--- src/rtl/spi_slave_if.sv ---
// spi_slave_if: serial front end of the SPI slave.
// Deserializes (DATA_W+2)-bit MOSI frames into rx_data/rx_valid.
// Serializes the memory's read data (tx_data/tx_valid) onto MISO during READ_DATA frames.
// Optional build macro: SPI_CMD_CHECK_EN. When it is defined, bit 8 of read frames
// is checked against the routed state, and mismatching frames are dropped.
module spi_slave_if #(
    parameter int DATA_W = 8
) (
    input  logic              clk,
    input  logic              rst,
    input  logic              ss_n,
    input  logic              mosi,
    output logic              miso,
    output logic [DATA_W+1:0] rx_data,
    output logic              rx_valid,
    input  logic [DATA_W-1:0] tx_data,
    input  logic              tx_valid
);

    localparam int FRAME_W = DATA_W + 2;
    localparam int CNT_W   = $clog2(FRAME_W + 1);
    localparam int TXC_W   = $clog2(DATA_W + 1);
    localparam logic [CNT_W-1:0] LAST_BIT  = CNT_W'(FRAME_W - 1);
    localparam logic [CNT_W-1:0] FRAME_LEN = CNT_W'(FRAME_W);
    localparam logic [TXC_W-1:0] TX_LAST   = TXC_W'(DATA_W);
    localparam logic [TXC_W-1:0] TX_PENULT = TXC_W'(DATA_W - 1);

    typedef enum logic [2:0] {
        IDLE      = 3'd0,
        CHK_CMD   = 3'd1,
        WRITE     = 3'd2,
        READ_ADD  = 3'd3,
        READ_DATA = 3'd4
    } state_t;

    state_t             state_q, state_d;
    logic [CNT_W-1:0]   bit_cnt_q, bit_cnt_d;
    logic [FRAME_W-1:0] shift_q, shift_d;
    logic [FRAME_W-1:0] rx_data_q, rx_data_d;
    logic               rx_valid_q, rx_valid_d;
    logic               rd_addr_done_q, rd_addr_done_d;
    logic               tx_armed_q, tx_armed_d;   // READ_DATA frame completed, waiting for tx_valid
    logic [DATA_W-1:0]  tx_sh_q, tx_sh_d;
    logic [TXC_W-1:0]   tx_cnt_q, tx_cnt_d;       // 0 = idle, 1..DATA_W = bit on miso
    logic               miso_q, miso_d;

    logic [FRAME_W-1:0] frame_word;
    logic               cmd_ok;

    // Word as it will look once the current mosi bit is shifted in, plus the bit-8 check.
    always_comb begin
        frame_word = {shift_q[FRAME_W-2:0], mosi};
`ifdef SPI_CMD_CHECK_EN
        if (state_q == READ_ADD)
            cmd_ok = ~shift_q[FRAME_W-3];
        else if (state_q == READ_DATA)
            cmd_ok = shift_q[FRAME_W-3];
        else
            cmd_ok = 1'b1;
`else
        cmd_ok = 1'b1;
`endif
    end

    // Next-state logic: frame FSM, receive shifter, transmit shifter and abort handling.
    always_comb begin
        state_d        = state_q;
        bit_cnt_d      = bit_cnt_q;
        shift_d        = shift_q;
        rx_data_d      = rx_data_q;
        rx_valid_d     = 1'b0;
        rd_addr_done_d = rd_addr_done_q;
        tx_armed_d     = tx_armed_q;
        tx_sh_d        = tx_sh_q;
        tx_cnt_d       = tx_cnt_q;
        miso_d         = miso_q;

        // Transmit path: runs only after a load inside a completed READ_DATA frame.
        if (tx_cnt_q != '0) begin
            if (tx_cnt_q == TX_LAST) begin
                miso_d   = 1'b0;
                tx_cnt_d = '0;
            end else begin
                miso_d   = tx_sh_q[DATA_W-1];
                tx_sh_d  = tx_sh_q << 1;
                tx_cnt_d = tx_cnt_q + 1'b1;
                if (tx_cnt_q == TX_PENULT)
                    rd_addr_done_d = 1'b0;   // last data bit is going out now
            end
        end else if (state_q == READ_DATA && tx_armed_q && tx_valid) begin
            miso_d     = tx_data[DATA_W-1];
            tx_sh_d    = tx_data << 1;
            tx_cnt_d   = TXC_W'(1);
            tx_armed_d = 1'b0;
        end

        if (state_q != IDLE && ss_n) begin
            // Frame abort: drop partial bits and cancel any transmit in flight.
            state_d        = IDLE;
            bit_cnt_d      = '0;
            shift_d        = '0;
            miso_d         = 1'b0;
            tx_cnt_d       = '0;
            tx_sh_d        = '0;
            tx_armed_d     = 1'b0;
            rd_addr_done_d = rd_addr_done_q;
        end else begin
            case (state_q)
                IDLE: begin
                    bit_cnt_d = '0;
                    if (!ss_n)
                        state_d = CHK_CMD;
                end
                CHK_CMD: begin
                    shift_d   = {{(FRAME_W-1){1'b0}}, mosi};
                    bit_cnt_d = CNT_W'(1);
                    if (!mosi)
                        state_d = WRITE;
                    else if (rd_addr_done_q)
                        state_d = READ_DATA;
                    else
                        state_d = READ_ADD;
                end
                WRITE, READ_ADD, READ_DATA: begin
                    if (bit_cnt_q < FRAME_LEN) begin
                        shift_d   = frame_word;
                        bit_cnt_d = bit_cnt_q + 1'b1;
                        if (bit_cnt_q == LAST_BIT && cmd_ok) begin
                            rx_data_d  = frame_word;
                            rx_valid_d = 1'b1;
                            if (state_q == READ_ADD)
                                rd_addr_done_d = 1'b1;
                            if (state_q == READ_DATA)
                                tx_armed_d = 1'b1;
                        end
                    end
                end
                default: state_d = IDLE;
            endcase
        end
    end

    // State and output registers with synchronous reset.
    always_ff @(posedge clk) begin
        if (rst) begin
            state_q        <= IDLE;
            bit_cnt_q      <= '0;
            shift_q        <= '0;
            rx_data_q      <= '0;
            rx_valid_q     <= 1'b0;
            rd_addr_done_q <= 1'b0;
            tx_armed_q     <= 1'b0;
            tx_sh_q        <= '0;
            tx_cnt_q       <= '0;
            miso_q         <= 1'b0;
        end else begin
            state_q        <= state_d;
            bit_cnt_q      <= bit_cnt_d;
            shift_q        <= shift_d;
            rx_data_q      <= rx_data_d;
            rx_valid_q     <= rx_valid_d;
            rd_addr_done_q <= rd_addr_done_d;
            tx_armed_q     <= tx_armed_d;
            tx_sh_q        <= tx_sh_d;
            tx_cnt_q       <= tx_cnt_d;
            miso_q         <= miso_d;
        end
    end

    assign miso     = miso_q;
    assign rx_data  = rx_data_q;
    assign rx_valid = rx_valid_q;

endmodule

--- config.mk ---
export PLATFORM = sky130hd
export DESIGN_NAME = spi_slave_if
export DESIGN_NICKNAME = d
export VERILOG_FILES = /design/src/rtl/spi_slave_if.sv
export SDC_FILE = /design/constraint.sdc
export NUM_CORES = 1
export LEC_CHECK = 0
export ABC_AREA = 1
export BUFFER_PORTS_ARGS = -buffer_cell sky130_fd_sc_hd__buf_2
export CAP_MARGIN = 5
export CORE_ASPECT_RATIO = 1.2
export CORE_UTILIZATION = 48
export CTS_BUF_LIST = sky130_fd_sc_hd__clkbuf_8
export DETAILED_ROUTE_END_ITERATION = 8
export GPL_ROUTABILITY_DRIVEN = 0
export PLACE_DENSITY = 0.7
export SYNTH_ARGS = -nofsm -noshare
export SYNTH_HDL_FRONTEND = slang
export SYNTH_SLANG_ARGS = --single-unit
--- constraint.sdc ---
create_clock -name clk -period 3.88 [get_ports clk]
set_input_delay 0.582 -clock clk [delete_from_list [all_inputs] [get_ports clk]]
set_output_delay 0.582 -clock clk [all_outputs]
set_load 0.01 [all_outputs]
==> key figures <==
Placed design
  • DP Cell Count: 357
  • Detailed Place HPWL: 2830 um
  • Cell Area, Placed: 2200 um2
  • I/O Buffers: 24

Global routing
  • GR Overflow Total: 0
  • First-pass GRT wire length: 6610 um
  • Largest net degree at the start of global routing: 26
  • Vias in the first global route: 1550
  • Initial antenna violation count: 0
  • All-layer global routing usage: 0.180

Clock network
  • Num CTS Buffers: 5
  • Clk slew on worst S/H paths: 0.08 ns
  • Cts repair resizes: 0
  • CTS tree: done
  • Hold_buf cts: 0
  • Clock latency on the worst-skew pair: 0.30 ns
  • H-tree Lvls: 2
  • Root buf cell: clkbuf_8
  • CTS max path bufs: 2
  • Clock sinks: 41
  • Postcts setup bufs: 0

Worst setup path
  • Critical Path AT: 1.89 ns
  • Worst Setup End Kind: flip-flop
  • Worst Setup Start Kind: flip-flop
  • CP Class: flip-flop to flip-flop
  • Critical path origin: tx_cnt_q[0]
  • R2r setup slk: 2.18 ns
  • Reg-to-reg startpoint: tx_cnt_q[0]
  • Critical Path Fanout Max: 15
  • Required @ worst endpoint: 4.07 ns

STA
  • Final setup skew: 0.00908 ns
  • Slew headroom: 0.698
  • Final TNS setup: 0 ns
  • Unrepaired setup endpoints after global routing: no
  • Fmax: 0.588 GHz
  • Fin. max-slew vios: 0
  • Period minus WS final: 1.70 ns
  • Worst-Margin Slew: 0.453 ns
  • Final hold violations: 0
  • Setup Viol. Count Final: 0
  • Fin crit share: 0.438

Die
  • Die area: 4670 um2
  • Core ar.: 4230 um2
  • Chip Width: 62.6 um
  • I/O pin cnt: 25
  • Starting density of the core: 0.500
  • Row count: 26
  • Die Ht: 74.7 um

Synth
  • Flop and latch count out of synthesis: 41
  • Cell count after synthesis: 287
  • Syn Nets: 304
  • Post-Syn Area: 2110 um2
  • Synth Area per Inst: 7.36 um2
  • Yosys warns: 0
  • Largest area contributor in the netlist: dfxtp_1
  • Area share of the largest cell type after synthesis: 0.388
  • Count of different cell masters after synthesis: 31
  • Seq/Total Area, Yosys: 0.388
  • Top post-synthesis cells by area: dfxtp_1 39%, nand2_1 11%, nor2_1 8.9%

Cells and area
  • Area grow syn2layout: 10.0%
  • Commonest non-fill, non-tap cell in the layout: nand2_1
  • Commonest cells after routing, fill and taps aside: 60 x nand2_1, 50 x nor2_1, 41 x dfxtp_1, 34 x inv_1, 29 x nand3_1
  • Non-filler cells in the finished layout: 365
  • Layout cell share with drive strength beyond 1: 0.197
  • ANT cells: 0
  • Post-route cell area: 2320 um2
  • Fin nets: 325

Drt
  • Drt pass-1 iters: 4
  • Via density: 4.80
  • Routed WL: 3840 um
  • DRC Markers: 0
  • WL/cell: 10.5 um
  • Vias: 1751
  • Initial DRC count: 55
  • Post-route ant nets: 0

Status
  • Status: completed

Power and ir drop
  • Tot Pwr: 1.20 mW
  • P_leak: 1.11 nW
  • Maximum VDD drop: 0.000353 V
  • Power density cells: 515 nW/um2

Min path
  • Hold WC Path Type: flip-flop to flip-flop
  • Hold path start: tx_armed_q

Run
  • Max-Cap Viols: 0
==> cell families (layout without fill, tap and decap cells) <==
family                     count (synthesis)  count (layout)  synth area share
and+or+nand+nor                          157             157             0.341
buffers and inverters                     47              69             0.112
DFF                                       41              41             0.388
AOI/OAI and AO/OA                         36              36             0.126
adders and majority gates                  4               4            0.0237
xor gates and xnor gates                   2               2           0.00829
==> synthesized netlist by cell type (all sizes together) <==
library cell  instances
o211ai                1
nor2                 54
buf                  10
dfxtp                41
inv                  37
o21ai                11
nand3                30
nand4                 1
a21oi                15
nor3                  5
ha                    4
a22oi                 8
xor2                  2
a31oi                 1
nand2                67
==> routing by layer <==
metal / vias up / share of wire / GRT usage
met5: - / 0 / 0
met4: 0 / 0.018 / 0.0801
met3: 7 / 0.037 / 0.0500
met2: 33 / 0.47 / 0.324
met1: 761 / 0.47 / 0.203
li1: 950 / - / -
==> worst paths after layout <==
kind                            cells past startpoint          to
worst max register to register                      9  tx_sh_q[5]
worst max-delay path                                9  tx_sh_q[5]
worst min register to register                      2  tx_armed_q
worst min-delay path                                2  tx_armed_q
==> flip-flops by register name (all words and copies together), names as in the netlist, 3 cells and up <==
signal	flops
rx_data	10
shift_q	9
tx_sh_q	7
bit_cnt_q	4
tx_cnt_q	4
state_q	3
==> report_power, final <==
group / internal [mW] / leakage, nW / switching (mW)
Combinational: 0.116 / 0.715 / 0.226
Sequential: 0.472 / 0.333 / 0.0300
Clock: 0.209 / 0.0574 / 0.145
Total: 0.796 / 1.11 / 0.402
==> stage by stage <==
| step | hold WS (ns) | util | setup slack (ns) |
|---|---|---|---|
| detailed placement | 0.461 | 0.521 | 2.15 |
| floorplan | 0.439 | - | 2.52 |
| finish | 0.469 | 0.550 | 2.18 |
| CTS | 0.474 | 0.550 | 2.18 |
| global route | 0.485 | 0.550 | 2.04 |
| global placement | 0.456 | 0.521 | 2.17 |
==> cell type report <==
type                       instances  area, um2
inverter                          37        139
fill                             424       1900
clock inverter                     2       37.5
sequential                        41        821
clock buffer                       6       82.6
timing repair buffer              24        120
multi-input combinational        199       1050
tap                               56       70.1
==> critical path, cell delays in order (launching register included) <==
cell and delay [ns]:
dfxtp_1 0.34, inv_1 0.08, ha_1 0.16, nand2_1 0.10, nor2_4 0.27, nand2_2 0.15
nand2_1 0.29, nand2_1 0.09, nand2_1 0.07, nor2_1 0.04
No activity file was read; power rests on OpenSTA's default activity.
